--- config.mk ---
export PLATFORM = sky130hd
export DESIGN_NAME = riscv_div_ctrl
export DESIGN_NICKNAME = d
export VERILOG_FILES = /design/src/rtl/riscv_div_pkg.sv /design/src/rtl/riscv_div_lzc.sv /design/src/rtl/riscv_div_ctrl.sv
export SDC_FILE = /design/constraint.sdc
export NUM_CORES = 1
export LEC_CHECK = 0
export ABC_AREA = 1
export CORE_MARGIN = 1
export CORE_UTILIZATION = 46
export CTS_BUF_LIST = sky130_fd_sc_hd__clkbuf_4 sky130_fd_sc_hd__clkbuf_8 sky130_fd_sc_hd__clkbuf_16
export CTS_CLUSTER_SIZE = 28
export DETAILED_ROUTE_END_ITERATION = 12
export PLACE_DENSITY = 0.81
export SLEW_MARGIN = 0
export SYNTH_ARGS = -nofsm -noshare
export SYNTH_HDL_FRONTEND = slang
export SYNTH_SLANG_ARGS = --single-unit
export TNS_END_PERCENT = 100
--- constraint.sdc ---
create_clock -name Clk_CI -period 4.1 [get_ports Clk_CI]
set_input_delay 0.82 -clock Clk_CI [delete_from_list [all_inputs] [get_ports Clk_CI]]
set_output_delay 0.82 -clock Clk_CI [all_outputs]
set_load 0.1 [all_outputs]
--- src/rtl/riscv_div_pkg.sv ---
// riscv_div_pkg -- shared definitions for the divider request controller.
//   UDIV/DIV/UREM/REM : opcode encodings on ReqOp_SI / DivOpCode_SO
//   divState_e        : controller FSM state encoding
package riscv_div_pkg;

  localparam logic [1:0] UDIV = 2'd0;
  localparam logic [1:0] DIV  = 2'd1;
  localparam logic [1:0] UREM = 2'd2;
  localparam logic [1:0] REM  = 2'd3;

  typedef enum logic [1:0] {
    IDLE  = 2'd0,
    ISSUE = 2'd1,
    WAIT  = 2'd2,
    RESP  = 2'd3
  } divState_e;

endpackage

--- src/rtl/riscv_div_lzc.sv ---
// riscv_div_lzc -- leading-zero counter.
//   In_DI  [C_WIDTH]     : vector to scan from the MSB down
//   Cnt_DO [C_LOG_WIDTH] : number of leading zeros; an all-zero input gives C_WIDTH
// Leading ones are counted by feeding the inverted vector.
module riscv_div_lzc #(
  parameter int C_WIDTH     = 32,
  parameter int C_LOG_WIDTH = 6
) (
  input  logic [C_WIDTH-1:0]     In_DI,
  output logic [C_LOG_WIDTH-1:0] Cnt_DO
);

  // Scanning upward lets the highest set bit write last and win.
  always_comb begin
    Cnt_DO = C_LOG_WIDTH'(C_WIDTH);
    for (int i = 0; i < C_WIDTH; i++) begin
      if (In_DI[i]) Cnt_DO = C_LOG_WIDTH'(C_WIDTH - 1 - i);
    end
  end

endmodule

--- src/rtl/riscv_div_ctrl.sv ---
// riscv_div_ctrl -- request/response controller in front of a serial divider.
// Accepts one divide/remainder request, normalises the divisor, hands the
// operands to the divider for one cycle, waits for its result and holds the
// result until the response handshake completes.
//   Clk_CI, Rst_RI                    : clock, synchronous active-high reset
//   ReqVld_SI/ReqRdy_SO               : request handshake (accepted only in IDLE)
//   ReqOpA_DI, ReqOpB_DI, ReqOp_SI    : dividend, divisor, opcode (UDIV/DIV/UREM/REM)
//   RspVld_SO/RspRdy_SI, RspRes_DO    : response handshake and result
//   DivOp*_DO/_SO, DivInVld_SO        : registered operands and start strobe to the divider
//   DivOutVld_SI, DivRes_DI, DivOutRdy_SO : divider result handshake
//   Busy_SO                           : high whenever the FSM is not IDLE
// Optional build macro RISCV_DIV_FASTZERO_EN: a zero divisor bypasses the
// divider and the architectural result is returned one cycle after accept.
module riscv_div_ctrl
  import riscv_div_pkg::*;
#(
  parameter int C_WIDTH     = 32,
  parameter int C_LOG_WIDTH = 6
) (
  input  logic                   Clk_CI,
  input  logic                   Rst_RI,
  input  logic                   ReqVld_SI,
  output logic                   ReqRdy_SO,
  input  logic [C_WIDTH-1:0]     ReqOpA_DI,
  input  logic [C_WIDTH-1:0]     ReqOpB_DI,
  input  logic [1:0]             ReqOp_SI,
  output logic                   RspVld_SO,
  input  logic                   RspRdy_SI,
  output logic [C_WIDTH-1:0]     RspRes_DO,
  output logic [C_WIDTH-1:0]     DivOpA_DO,
  output logic [C_WIDTH-1:0]     DivOpB_DO,
  output logic [C_LOG_WIDTH-1:0] DivOpBShift_DO,
  output logic                   DivOpBIsZero_SO,
  output logic                   DivOpBSign_SO,
  output logic [1:0]             DivOpCode_SO,
  output logic                   DivInVld_SO,
  output logic                   DivOutRdy_SO,
  input  logic                   DivOutVld_SI,
  input  logic [C_WIDTH-1:0]     DivRes_DI,
  output logic                   Busy_SO
);

  divState_e              stateDP, stateDN;
  logic                   accept;
  logic                   opBSign;
  logic                   opBIsZero;
  logic                   fastZero;
  logic [C_WIDTH-1:0]     lzcIn;
  logic [C_WIDTH-1:0]     opBShifted;
  logic [C_LOG_WIDTH-1:0] opBShift;

  // Result of a division by zero when the divider is bypassed.
  function automatic logic [C_WIDTH-1:0] fastZeroRes(input logic [1:0]         op,
                                                    input logic [C_WIDTH-1:0] a);
    case (op)
      UDIV, DIV: fastZeroRes = '1;
      UREM, REM: fastZeroRes = a;
      default:   fastZeroRes = a;
    endcase
  endfunction

  assign accept    = (stateDP == IDLE) & ReqVld_SI;
  // Only the signed opcodes (odd encodings) treat a set MSB as negative.
  assign opBSign   = ReqOpB_DI[C_WIDTH-1] & ReqOp_SI[0];
  assign opBIsZero = (ReqOpB_DI == '0);
  // Negative divisors are normalised on their leading ones.
  assign lzcIn     = opBSign ? ~ReqOpB_DI : ReqOpB_DI;

  riscv_div_lzc #(
    .C_WIDTH     (C_WIDTH),
    .C_LOG_WIDTH (C_LOG_WIDTH)
  ) i_lzc (
    .In_DI  (lzcIn),
    .Cnt_DO (opBShift)
  );

  // A shift of C_WIDTH (zero divisor, or -1 signed) shifts everything out.
  assign opBShifted = ReqOpB_DI << opBShift;

`ifdef RISCV_DIV_FASTZERO_EN
  assign fastZero = opBIsZero;
`else
  assign fastZero = 1'b0;
`endif

  // State register
  always_ff @(posedge Clk_CI) begin
    if (Rst_RI) stateDP <= IDLE;
    else        stateDP <= stateDN;
  end

  // Next-state logic; requests arriving outside IDLE are simply not seen.
  always_comb begin
    stateDN = stateDP;
    case (stateDP)
      IDLE:    if (ReqVld_SI) stateDN = fastZero ? RESP : ISSUE;
      ISSUE:   stateDN = WAIT;
      WAIT:    if (DivOutVld_SI) stateDN = RESP;
      RESP:    if (RspRdy_SI) stateDN = IDLE;
      default: stateDN = IDLE;
    endcase
  end

  // Output decode
  always_comb begin
    ReqRdy_SO    = 1'b0;
    RspVld_SO    = 1'b0;
    DivInVld_SO  = 1'b0;
    DivOutRdy_SO = 1'b0;
    Busy_SO      = 1'b1;
    case (stateDP)
      IDLE: begin
        ReqRdy_SO = 1'b1;
        Busy_SO   = 1'b0;
      end
      ISSUE:   DivInVld_SO  = 1'b1;
      WAIT:    DivOutRdy_SO = 1'b1;
      RESP:    RspVld_SO    = 1'b1;
      default: ;
    endcase
  end

  // Operand and result registers
  always_ff @(posedge Clk_CI) begin
    if (Rst_RI) begin
      DivOpA_DO       <= '0;
      DivOpB_DO       <= '0;
      DivOpBShift_DO  <= '0;
      DivOpBIsZero_SO <= 1'b0;
      DivOpBSign_SO   <= 1'b0;
      DivOpCode_SO    <= '0;
      RspRes_DO       <= '0;
    end else begin
      if (accept && !fastZero) begin
        DivOpA_DO       <= ReqOpA_DI;
        DivOpB_DO       <= opBShifted;
        DivOpBShift_DO  <= opBShift;
        DivOpBIsZero_SO <= opBIsZero;
        DivOpBSign_SO   <= opBSign;
        DivOpCode_SO    <= ReqOp_SI;
      end
      // DivOutVld_SI only counts while waiting, never in the ISSUE cycle.
      if (accept && fastZero)
        RspRes_DO <= fastZeroRes(ReqOp_SI, ReqOpA_DI);
      else if ((stateDP == WAIT) && DivOutVld_SI)
        RspRes_DO <= DivRes_DI;
    end
  end

endmodule

==> results.py <==
metrics = {
    "run_status": {
        "run_status": "complete, no violations",
    },
    "grt": {
        "grt_antenna_before_repair": 0,
        "grt_max_degree": 50,
        "number_of_global_route_vias_before_repair": 7160,
        "grt-ovfl-total": 0,
        "grt_resource_usage_total": 0.318,
        "grt_pass1_wl_um": 35700,
    },
    "route": {
        "drc_violations_left": 0,
        "vias": 7812,
        "totalWireLength_um": 23300,
        "routed_via_density": 5.45,
        "drtIter0Drc": 798,
        "detail_route.first_pass.iterations": 5,
        "wl_per_cell_um": 16.2,
        "ant_nets": 0,
    },
    "pwr": {
        "power.ir.vdd_worst_v": 0.000453,
        "power.leakage_nw": 4.30,
        "power.density_cell_area_nw_per_um2": 658,
    },
    "setup_path": {
        "reg2reg_setup_slack_ns": 1.66,
        "crit_top_cell": "nand2_1",
        "reg2reg_depth": 8,
        "timing.critical_path.fanout_max": 5,
        "cp.arrival_ns": 4.12,
        "reg2reg_from": "stateDP[0]",
        "slowest_stage": "clkdlybuf4s50_1",
        "worst-endpoint-required_ns": 4.41,
        "start_kind": "primary input",
        "cp_slowest_stage_delay_ns": 0.49,
        "criticalPathCategory": "in2reg",
        "end_kind": "flop",
        "regToRegEndpoint": "DivOpB_DO[21]",
    },
    "synth": {
        "synthesis.area_um2": 6300,
        "register_bit_total_from_synthesis": 108,
        "synth.avg_cell_area_um2": 6.19,
        "ys_seq_area_frac": 0.343,
        "yosys.cell_types.count": 30,
        "synth.yosys.warnings": 0,
        "postSynthCellCount": 1018,
        "mappedNetlistNets": 1125,
    },
    "die": {
        "floorplan.initialDensity": 0.474,
        "core_area_um2": 13300,
        "die_area_um2": 14200,
        "floorplan.io_pins": 214,
        "num_rows": 42,
        "dieHeight_um": 119,
        "die_width_um": 119,
    },
    "timing": {
        "timing_hold_violations_final": 0,
        "final-max-slew-violation-count": 0,
        "hold_slack_ns": 0.469,
        "totalNegativeSetupSlack_ns": 0,
        "worst_setup_skew_after_layout_ns": 0.00662,
        "worst_pin_slew_ns": 1.06,
        "timing.final.setup_violations": 0,
        "period_share": 0.930,
        "clock.fmax_ghz": 0.262,
        "postLayoutSetupSlackWorst_ns": 0.287,
        "worst_rel_slew_slack": 0.293,
        "finalCriticalPeriod_ns": 3.81,
    },
    "clock_network": {
        "cts_sinks": 108,
        "clk_pin_slew_ns": 0.08,
        "cts.root.buffer_cell": "clkbuf_16",
        "clockBufferDepth": 2,
        "ctsHtreeMaxLevel": 3,
        "cts_tree": "done",
        "cts-hold-fix-buffers": 0,
        "cts_inserted_buffers": 9,
        "clock_insertion_delay_at_the_later_pin_of_the_skew_report_ns": 0.36,
    },
    "placement": {
        "place.detailed.instances": 1410,
        "preCtsSetupSlack_ns": -0.303,
        "dpl.hpwl_um": 16800,
        "port-buffer-count": 213,
        "globalplace.congestion": 0.993,
    },
    "cells_and_area": {
        "net_total_in_the_final_layout": 1359,
        "layout.cells.most_common": "nand2_1",
        "layout-drive-gt1-share": 0.116,
        "final_cell_mix": "nand2_1 (230), clkdlybuf4s50_1 (204), nor2_1 (157), nand3_1 (152), dfxtp_1 (108)",
        "synthToLayoutAreaGrowth_pct": 52.2,
        "diodes": 0,
        "finalNonFillerCells": 1433,
    },
    "run": {
        "max-cap-violations": 0,
    },
    "min_path": {
        "number_of_instances_on_the_worst_hold_path": 2,
        "hold_path_end": "DivOpB_DO[21]",
        "hold_start": "DivOpB_DO[21]",
        "holdCritPathClass": "reg2reg",
    },
}
==> power by group <==
part / switching (mW) / internal, mW / leakage [nW]
clock: 0.458 / 0.498 / 0.160
combinational: 2.94 / 0.988 / 3.26
sequential: 0.128 / 1.30 / 0.886
total: 3.53 / 2.78 / 4.30
==> synth_stat cells <==
| cell | instances | area, um^2 |
|---|---|---|
| buf_1 | 1 | 3.75 |
| clkinv_1 | 5 | 18.8 |
| nor3_1 | 4 | 20.0 |
| buf_6 | 4 | 45.0 |
| a31oi_1 | 3 | 18.8 |
| nand2_4 | 2 | 22.5 |
| buf_4 | 1 | 7.51 |
| o221ai_1 | 1 | 8.76 |
| clkbuf_1 | 41 | 154 |
| a211oi_1 | 1 | 7.51 |
| a21oi_4 | 1 | 16.3 |
| nor2_1 | 157 | 589 |
| a21oi_1 | 39 | 195 |
| or2_1 | 1 | 6.26 |
| o21bai_1 | 1 | 7.51 |
| inv_1 | 71 | 267 |
| buf_2 | 9 | 45.0 |
| a2bb2oi_1 | 1 | 8.76 |
| dfxtp_1 | 108 | 2160 |
| ha_1 | 4 | 50.1 |
| inv_2 | 2 | 7.51 |
| nand4_1 | 14 | 87.6 |
| o21ai_1 | 4 | 20.0 |
| nand3_1 | 184 | 921 |
| xor2_1 | 29 | 254 |
| nand2_1 | 243 | 912 |
| nor4_1 | 4 | 25.0 |
| nand2_2 | 4 | 25.0 |
| nor2_2 | 1 | 6.26 |
| o21ai_0 | 78 | 390 |
==> layout make-up <==
cell class / instances / area [um^2]
Clock inverter: 7 / 108
Timing Repair Buffer: 278 / 2750
Sequential cell: 108 / 2160
Clock buffer: 9 / 225
Multi-Input combinational cell: 777 / 3830
Inverter: 78 / 293
Tap cell: 176 / 220
Fill cell: 1130 / 3700
==> registers in the layout, indices dropped and copies added (netlist names) <==
name             count
DivOpA_DO           32
DivOpB_DO           32
RspRes_DO           32
DivOpBShift_DO       6
DivOpCode_SO         2
stateDP              2
DivOpBIsZero_SO      1
DivOpBSign_SO        1
==> worst max-delay path: cells and delay by family <==
family	cells	cell delay, ns
xor gates and xnor gates	1	0.20
buffers and inverters	3	0.71
and+or+nand+nor	35	2.38
==> cells by family after synthesis <==
kind of cell / Yosys count / share of synthesized area
buffers and inverters: 134 / 0.0870
flip-flops: 108 / 0.343
AO/OA/AOI/OAI: 129 / 0.107
AND/OR/NAND/NOR: 614 / 0.415
XOR/XNOR: 29 / 0.0403
adder cells (fa/ha/maj): 4 / 0.00794
==> worst max path at each step <==
stage                       start            end  slack, ns  cells past startpoint
finish               ReqOpB_DI[4]  DivOpB_DO[28]       0.29                     39
detailed placement    ReqOp_SI[0]  DivOpB_DO[28]      -0.30                     41
CTS                   ReqOp_SI[0]  DivOpB_DO[28]       0.06                     41
floorplan           ReqOpB_DI[31]  DivOpB_DO[30]       0.63                     42
global placement      ReqOp_SI[0]  DivOpB_DO[24]      -0.24                     41
global route          ReqOp_SI[0]  DivOpB_DO[20]      -0.07                     43
==> per-layer routing <==
metal,global-route usage,wire [um],up-vias
met3,0.0536,1760,76
met5,0,0,-
met1,0.374,9210,3534
met2,0.551,11400,414
li1,-,-,3788
met4,0.165,918,0
==> through the flow <==
step	util	cell area [um^2]	total power [mW]
after CTS	0.697	9260	6.23
after floorplan	-	6300	4.29
after detailed placement	0.672	8930	5.27
final	0.722	9590	6.31
after global placement	0.672	8930	5.24
after global routing	0.722	9590	6.58
==> repair_timing <==
| action | 4_1_cts | 5_1_grt |
|---|---|---|
| setup endpoints to repair | 0 | 32 |
| gates resized for setup | 0 | 72 |
| setup buffers | 0 | 5 |
| endpoints found under the hold margin | 0 | 0 |
Note: power is estimated with default switching activity, not from simulation.
